File: config.mk
export PLATFORM = sky130hd
export DESIGN_NAME = rx_cfg_sequencer
export DESIGN_NICKNAME = d
export VERILOG_FILES = /design/src/rtl/rx_cfg_pkg.sv /design/src/rtl/rx_cfg_spi_tx.sv /design/src/rtl/rx_cfg_sequencer.sv
export SDC_FILE = /design/constraint.sdc
export NUM_CORES = 1
export LEC_CHECK = 0
export CELL_PAD_IN_SITES_DETAIL_PLACEMENT = 1
export CELL_PAD_IN_SITES_GLOBAL_PLACEMENT = 1
export CORE_MARGIN = 1
export CORE_UTILIZATION = 36
export DETAILED_ROUTE_END_ITERATION = 7
export PLACE_DENSITY_LB_ADDON = 0.1
export SYNTH_ARGS = -nofsm -noshare
export SYNTH_HDL_FRONTEND = slang
export SYNTH_SLANG_ARGS = --single-unit
File: constraint.sdc
create_clock -name clk -period 1.9 [get_ports clk]
set_clock_uncertainty 0.15 [all_clocks]
set_input_delay 0.475 -clock clk [delete_from_list [all_inputs] [get_ports clk]]
set_output_delay 0.475 -clock clk [all_outputs]
set_load 0.05 [all_outputs]
File: src/rtl/rx_cfg_pkg.sv
// Shared types and frame layout for the RX config sequencer.
// Frame: write bit, 5-bit register address, 2 pad bits, 8-bit value.
package rx_cfg_pkg;

  typedef enum logic [2:0] {
    IDLE,
    LOAD,
    SHIFT,
    GAP,
    DONE
  } state_t;

  localparam int   FRAME_W  = 16;
  localparam logic WRITE_BIT = 1'b0;
  localparam int   WR_POS   = 15;
  localparam int   ADDR_MSB = 14;
  localparam int   ADDR_LSB = 10;
  localparam int   DATA_MSB = 7;
  localparam int   DATA_LSB = 0;

  function automatic logic [FRAME_W-1:0] build_frame(
    input logic [4:0] a,
    input logic [7:0] d
  );
    logic [FRAME_W-1:0] f;
    f = '0;
    f[WR_POS] = WRITE_BIT;
    f[ADDR_MSB:ADDR_LSB] = a;
    f[DATA_MSB:DATA_LSB] = d;
    return f;
  endfunction

endpackage

File: src/rtl/rx_cfg_spi_tx.sv
// Serialiser for one config frame: clock divider, bit counter, shifter.
// busy drops in the final cycle of a frame so the caller steps on the same edge.
module rx_cfg_spi_tx
  import rx_cfg_pkg::*;
#(
  parameter int CLK_DIV = 4
) (
  input  logic               clk,
  input  logic               nrst,
  input  logic               load,
  input  logic               clr,
  input  logic [FRAME_W-1:0] frame,
  output logic               busy,
  output logic               cs_n,
  output logic               sclk,
  output logic               sdata
);

  localparam int DW = (CLK_DIV > 1) ? $clog2(CLK_DIV) : 1;

  logic [DW-1:0]      div;
  logic [3:0]         bits;
  logic [FRAME_W-2:0] sh;
  logic               active;
  logic               tick;
  logic               last;

  assign tick = (div == DW'(CLK_DIV - 1));
  assign last = active && sclk && tick
             && (bits == 4'(FRAME_W - 1));
  assign busy = active && !last;

  always_ff @(posedge clk) begin
    if (!nrst || clr) begin
      div    <= '0;
      bits   <= '0;
      sh     <= '0;
      active <= 1'b0;
      cs_n   <= 1'b1;
      sclk   <= 1'b0;
      sdata  <= 1'b0;
    end else if (load) begin
      div    <= '0;
      bits   <= '0;
      sh     <= frame[FRAME_W-2:0];
      active <= 1'b1;
      cs_n   <= 1'b0;
      sclk   <= 1'b0;
      sdata  <= frame[FRAME_W-1];
    end else if (active) begin
      if (!tick) begin
        div <= div + 1'b1;
      end else begin
        div <= '0;
        if (!sclk) begin
          sclk <= 1'b1;
        end else if (last) begin
          active <= 1'b0;
          cs_n   <= 1'b1;
          sclk   <= 1'b0;
          sdata  <= 1'b0;
        end else begin
          sclk  <= 1'b0;
          bits  <= bits + 1'b1;
          sdata <= sh[FRAME_W-2];
          sh    <= {sh[FRAME_W-3:0], 1'b0};
        end
      end
    end
  end

endmodule

File: src/rtl/rx_cfg_sequencer.sv
// Walks the config table, sending one serial write frame per entry.
// Owns idx, run control and the busy/done status.
module rx_cfg_sequencer
  import rx_cfg_pkg::*;
#(
  parameter int NUM_ENTRIES = 60,
  parameter int CLK_DIV     = 4,
  parameter int GAP_CYCLES  = 8
) (
  input  logic       clk,
  input  logic       nrst,
  input  logic       start,
  input  logic       abort,
  output logic [5:0] idx,
  input  logic [4:0] addr,
  input  logic [7:0] data,
  output logic       cs_n,
  output logic       sclk,
  output logic       sdata,
  output logic       busy,
  output logic       done
);

  localparam int GW = (GAP_CYCLES > 1) ? $clog2(GAP_CYCLES) : 1;

  state_t             state;
  logic [GW-1:0]      gap;
  logic [FRAME_W-1:0] frame;
  logic               load;
  logic               kill;
  logic               tx_busy;

  assign frame = build_frame(addr, data);
  assign load  = (state == LOAD);
  assign kill  = abort && (state != IDLE);

  rx_cfg_spi_tx #(
    .CLK_DIV(CLK_DIV)
  ) u_tx (
    .clk   (clk),
    .nrst  (nrst),
    .load  (load),
    .clr   (kill),
    .frame (frame),
    .busy  (tx_busy),
    .cs_n  (cs_n),
    .sclk  (sclk),
    .sdata (sdata)
  );

  always_ff @(posedge clk) begin
    if (!nrst || kill) begin
      state <= IDLE;
      idx   <= '0;
      gap   <= '0;
      busy  <= 1'b0;
      done  <= 1'b0;
    end else begin
      done <= 1'b0;
      unique case (state)
        IDLE: begin
          if (start && !abort && !busy) begin
            state <= LOAD;
            idx   <= '0;
            busy  <= 1'b1;
          end else begin
            busy <= 1'b0;
          end
        end
        LOAD: state <= SHIFT;
        SHIFT: begin
          if (!tx_busy) begin
            state <= GAP;
            gap   <= '0;
          end
        end
        GAP: begin
          if (gap == GW'(GAP_CYCLES - 1)) begin
            if (idx == 6'(NUM_ENTRIES - 1)) begin
              state <= DONE;
            end else begin
              idx   <= idx + 1'b1;
              state <= LOAD;
            end
          end else begin
            gap <= gap + 1'b1;
          end
        end
        DONE: begin
          done  <= 1'b1;
          idx   <= '0;
          state <= IDLE;
        end
        default: state <= IDLE;
      endcase
    end
  end

endmodule
# After elaboration in Yosys (flattened, before gate mapping)

Cells that the tools add are included.

Eq/ne operators: 14
Reduce and logical (&&, ||, !) cells: 29
Bitwise logic cells: 1
Div/mod/pow operators: 0
Multiplexer cells: 32
$lt $le $gt $ge: 0
$add $sub $neg: 4
$mul: 0
Shifts and indexed selects: 0

Operators with widths:

| kind                  | count |
|---|---|
| $mux W15              | 5 |
| $mux W3               | 6 |
| $mux W6               | 3 |
| $pmux W6 S3           | 1 |
| $reduce_and A4 Y1     | 4 |
| $mux W1               | 14 |
| $ne A2 B2 Y1 const B  | 6 |
| $pmux W3 S4           | 1 |
| $reduce_bool A2 Y1    | 5 |
| $reduce_and A3 Y1     | 3 |
| $logic_and A1 B1 Y1   | 7 |
| $add A6 B1 Y6 const B | 1 |
| $eq A3 B2 Y1 const B  | 2 |
| $eq A3 B3 Y1 const B  | 2 |
| $eq A6 B6 Y1 const B  | 1 |
| $pmux W3 S2           | 1 |
| $reduce_bool A3 Y1    | 2 |
| $add A4 B1 Y4 const B | 1 |
| $eq A4 B4 Y1 const B  | 1 |
| $logic_not A1 Y1      | 4 |
| $add A3 B1 Y3 const B | 1 |
| $eq A3 B1 Y1 const B  | 1 |
| $logic_not A3 Y1      | 1 |
| $add A2 B1 Y2 const B | 1 |
| 6 further kinds       | 6 |

Logic and storage cells: 93
RAM bits: 0
Output and inout port bits: 11
Register bits: 39
Input bits: 17
Latch bits: 0
ROM bits: 0
Memories kept: 0

# Depth between registers and ports, before layout

Depth in word-level cells: 8
Gate-level depth with buffers: 7
Mapped depth without buffers: 6

# By module

Synthesis repeated with hierarchy kept, for this count alone.

Cell total of the unflattened synthesis: 226
Area total of the unflattened synthesis: 1,883.1 µm²

By module, submodules not included:

| module           | area each (µm²) | seq. area each (µm²) | cells an instance | instances |
|---|---|---|---|---|
| rx_cfg_spi_tx    | 1,121.1         | 500.5                | 136               | 1 |
| rx_cfg_sequencer | 762.0           | 280.3                | 90                | 1 |

# Worst setup path after synthesis

Ideal clock, no wire load.

Kind: register -> register
Start: register u_tx.sclk
End: register u_tx.sh[11]
Arrival time: 1.695 ns
Period minus slack after synthesis: 1.978 ns
Path slack: -0.078 ns
Path buffers: 1
Library setup time: 0.133 ns
Data required time: 1.617 ns
Stages on the path, launching flop included: 6
Path through: dfxtp_1 > nand3_1 > nor2_4 > buf_6 > mux2i_1 > a21oi_1

Longest elaborated chain between the ends: 5
Elaborated cells on any way between the ends: 6
Those cells by class: eq/ne: 1; reduce/logical: 5

Ends and longest elaborated chain:

| item                             | RTL line            | RTL |
|---|---|---|
| from (decl)                      | rx_cfg_spi_tx.sv:15 | `output logic sclk,` |
| from (signal assigned)           | rx_cfg_spi_tx.sv:40 | `sclk <= 1'b0;` |
| from (signal assigned)           | rx_cfg_spi_tx.sv:48 | `sclk <= 1'b0;` |
| from (signal assigned)           | rx_cfg_spi_tx.sv:56 | `sclk <= 1'b1;` |
| $logic_and A1 B1 Y1 (2 in a row) | rx_cfg_spi_tx.sv:29 | `assign last = active && sclk && tick` |
| $logic_and A1 B1 Y1              | rx_cfg_spi_tx.sv:30 | `&& (bits == 4'(FRAME_W - 1));` |
| $ne A2 B2 Y1 (no line)           | --                  |  |
| $reduce_and A4 Y1 (no line) (*)  | --                  |  |
| to (signal assigned)             | rx_cfg_spi_tx.sv:45 | `sh <= frame[FRAME_W-2:0];` |
| to (signal assigned)             | rx_cfg_spi_tx.sv:66 | `sh <= {sh[FRAME_W-3:0], 1'b0};` |
| to (decl)                        | rx_cfg_spi_tx.sv:23 | `logic [FRAME_W-2:0] sh;` |

Mark *: on every way between the ends. The rest lies on a longest branch, timed or not.
A chain may end at the register's enable or synchronous reset.

# Worst setup path in the final report

Start: register u_tx.bits[0]
End: register u_tx.sh[10]

Longest elaborated chain between the ends: 4

Ends and longest elaborated chain:

| item                        | RTL line            | RTL |
|---|---|---|
| from (decl)                 | rx_cfg_spi_tx.sv:22 | `logic [3:0] bits;` |
| from (signal assigned)      | rx_cfg_spi_tx.sv:64 | `bits <= bits + 1'b1;` |
| $eq A4 B4 Y1                | rx_cfg_spi_tx.sv:30 |  |
| $logic_and A1 B1 Y1         | rx_cfg_spi_tx.sv:30 |  |
| $ne A2 B2 Y1 (no line)      | --                  |  |
| $reduce_and A4 Y1 (no line) | --                  |  |

No other way between the ends.

==> reports/summary.txt <==
share of cells above drive strength 1 -> 17.4%
worst path cell trace -> ha_1, and3_1, nor2_4, buf_12, mux2i_1, a21oi_1
Most used DFF post-synth -> dfxtp_1
routed length per instance -> 14.5 um
reg2reg end -> u_tx.sh[10]$_SDFFE_PP0P_
post-synthesis sequential area ratio -> 43.0%
max-cap violations -> 0
Tcrit/Tclk final -> 92.7%
total of warnings raised by yosys -> 0
IR drop worst, VDD -> 411 uV
syn_area_per_cell -> 8.99 um^2
register bit count reported by yosys -> 39
Cell variety after synth -> 40
remaining global-route overflow -> 0
Starting Density -> 37.9%
Comb pwr share -> 13.9%
area grow syn2layout -> 29.7%
row count -> 25
DR vias -> 1559
routability cong. -> 0.795
synthesized net count -> 224
ys async rst share -> 0%
DP Area -> 2260 um^2
fin area -> 2350 um^2
Clock Path Buffers -> 2
Worst Path Arrival -> 1760 ps
via count of the first global-routing pass -> 1603
switching part of the total -> 25.1%
drt pass-1 iters -> 3
status -> complete, no violations
Worst Setup Start Kind -> flip-flop
CTS clk-pin slew, worst paths -> 70 ps
post-CTS setup buffer count -> 0
die width -> 73.0 um
CP max FO -> 18
Area contributors post-synth -> dfxtp_1, mux2i_1, o21ai_0
die area -> 5330 um^2
Buf+Inv Stages, Crit Path -> 1
hold path cells -> 1
Clock Tree Root -> clkbuf_8
clock network fraction of total power -> 33.4%
number of enable flip-flop cells after synthesis -> 0
P per Cell Area -> 708 nW/um^2
internal power -> 1.25 mW
number of hold violations in the final report -> 0
setup violators final -> 0
wire length of the first global-routing pass -> 7380 um
Least-Margin Pin Slew -> 486 ps
final slew viol count -> 0
IO Port Bufs -> 27
Sequential Power Share -> 52.7%
FILL cells -> 556
Routed Antenna Nets -> 0
Max stage delay on crit path -> 340 ps
fmax -> 568 MHz
FF-to-FF path depth -> 6
Leak -> 0.845 nW
io pins -> 28
Vias/cell -> 5.16
leading cell type in the layout, fill and taps excluded -> dfxtp_1
Slew HR -> 67.6%
Starting DRT DRC Count -> 51
delay-heaviest family, CP -> simple AND/OR/NAND/NOR gates
Final Critical Period -> 1760 ps
Yosys top cell area share -> 43.0%
final WL -> 4370 um
Mapped Cells -> 202
R2R setup slack -> 140 ps
Crit Path Class -> reg2reg
TNS Setup -> 0 ps
Crit. End Element -> flip-flop
RSZ-0062 raised after global routing -> false
largest net degree at the start of global routing -> 28
gr usage total -> 17.8%
H-tree Lvls -> 2
NumNets Final -> 257
Core Area -> 4790 um^2
# DRC -> 0
Crit-path slowest cell -> dfxtp_1
initial antenna violation count -> 0
Ant. Diodes -> 0
Sink Count -> 39
Min-Delay Endpoint -> gap[0]$_SDFFE_PP0P_
Reg-to-Reg Start -> u_tx.bits[0]$_SDFFE_PP0P_
Req. time, crit path -> 1900 ps
CTS Buf Count -> 5
Post-Syn Area -> 1820 um^2
Synth area leader -> dfxtp_1
Min-Delay Path Class -> reg2reg
hold wc startpoint -> gap[0]$_SDFFE_PP0P_
Final HPWL DP -> 3360 um
Die H -> 73.0 um
most frequent cells in the layout -> dfxtp_1, o21ai_0, a21oi_1, nand2_1
CTS tree -> built
NetSw -> 419 uW
clock latency on the worst-skew pair -> 280 ps
## kinds of logic after synthesis
group / count (synthesis) / synth area share, %
adders and majority gates: 5 / 3.45
and+or+nand+nor: 65 / 18.9
muxes: 15 / 8.27
DFF: 39 / 43.0
AOI/OAI and AO/OA: 61 / 19.8
xor gates and xnor gates: 3 / 1.45
buffers and inverters: 14 / 5.10
## worst max path at each step
stage	startpoint	endpoint	cells past startpoint
4_1_cts	abort	idx[0]$_SDFFE_PP0P_	5
2_1_floorplan	idx[1]$_SDFFE_PP0P_	idx[0]$_SDFFE_PP0P_	4
3_5_place_dp	abort	idx[0]$_SDFFE_PP0P_	5
3_3_place_gp	abort	idx[0]$_SDFFE_PP0P_	5
5_1_grt	u_tx.bits[0]$_SDFFE_PP0P_	u_tx.sh[6]$_SDFFE_PP0P_	6
6_report	u_tx.bits[0]$_SDFFE_PP0P_	u_tx.sh[10]$_SDFFE_PP0P_	6
## cell usage after synthesis (2+ instances only)
library cell / n
buf_6: 4
inv_1: 3
xnor2_1: 2
dfxtp_1: 39
a21oi_1: 20
and3_1: 2
nor3_1: 5
nand3_1: 7
o21ai_0: 24
a2bb2oi_1: 2
nor2_1: 13
buf_2: 2
nand2_1: 18
mux2i_1: 15
and3_2: 3
nor2b_1: 2
clkbuf_1: 3
buf_4: 2
ha_1: 5
a31oi_1: 6
nor3b_1: 4
o22ai_1: 2
nand4_1: 2
## worst reg2reg max path, cell delays in order, from the launching register on
cell and delay, ps:
dfxtp_1 340, ha_1 240, and3_1 280, nor2_4 150, buf_12 180, mux2i_1 200, a21oi_1 80
## through the flow
step	hold WS [ps]	setup WS, ps	utilization [%]	power (mW)	instances
finish	352	139	49.2	1.67	302
global route	367	7.26	49.2	1.75	302
CTS	356	86.9	49.1	1.70	302
detailed placement	341	-229	47.3	1.13	295
global placement	290	-151	47.3	1.12	295
floorplan	278	9.42	-	1.05	202
## power by group through the flow
stage	sequential [mW]	clock (mW)	combinational [mW]
6_report	0.879	0.557	0.231
3_5_place_dp	0.898	0	0.235
2_1_floorplan	0.902	0	0.143
3_3_place_gp	0.896	0	0.224
5_1_grt	0.884	0.612	0.258
4_1_cts	0.879	0.584	0.235
## timing repair
action                                  4_1_cts  5_1_grt
hold buffers                                  0        0
endpoints found under the setup margin        0        1
resized for setup                             0        2
## layout make-up
class / count / area [um^2] / share of cell area (%)
well taps: 67 / 83.8 / 3.56
clock buffers: 6 / 82.6 / 3.51
inverters: 3 / 11.3 / 0.478
clock inverters: 1 / 5.00 / 0.213
repair buffers: 37 / 445 / 18.9
flip-flops and latches: 39 / 782 / 33.2
multi-input cells: 149 / 945 / 40.1
## sequential cells by signal, indices dropped and copies added (netlist names)
signal and flops:
u_tx.sclk 1, u_tx.sh 15, busy 1, state 3, u_tx.cs_n 1, gap 3
u_tx.sdata 1, u_tx.active 1, u_tx.div 2, done 1, idx 6, u_tx.bits 4
## per-layer routing
layer	share of wire, %	track usage [%]	up-vias
met5	0	0	-
met1	45	21.2	748
li1	-	-	794
met2	53	32.1	13
met4	0.92	4.58	0
met3	1.8	3.73	4
Power figures use the tool's default switching activity.
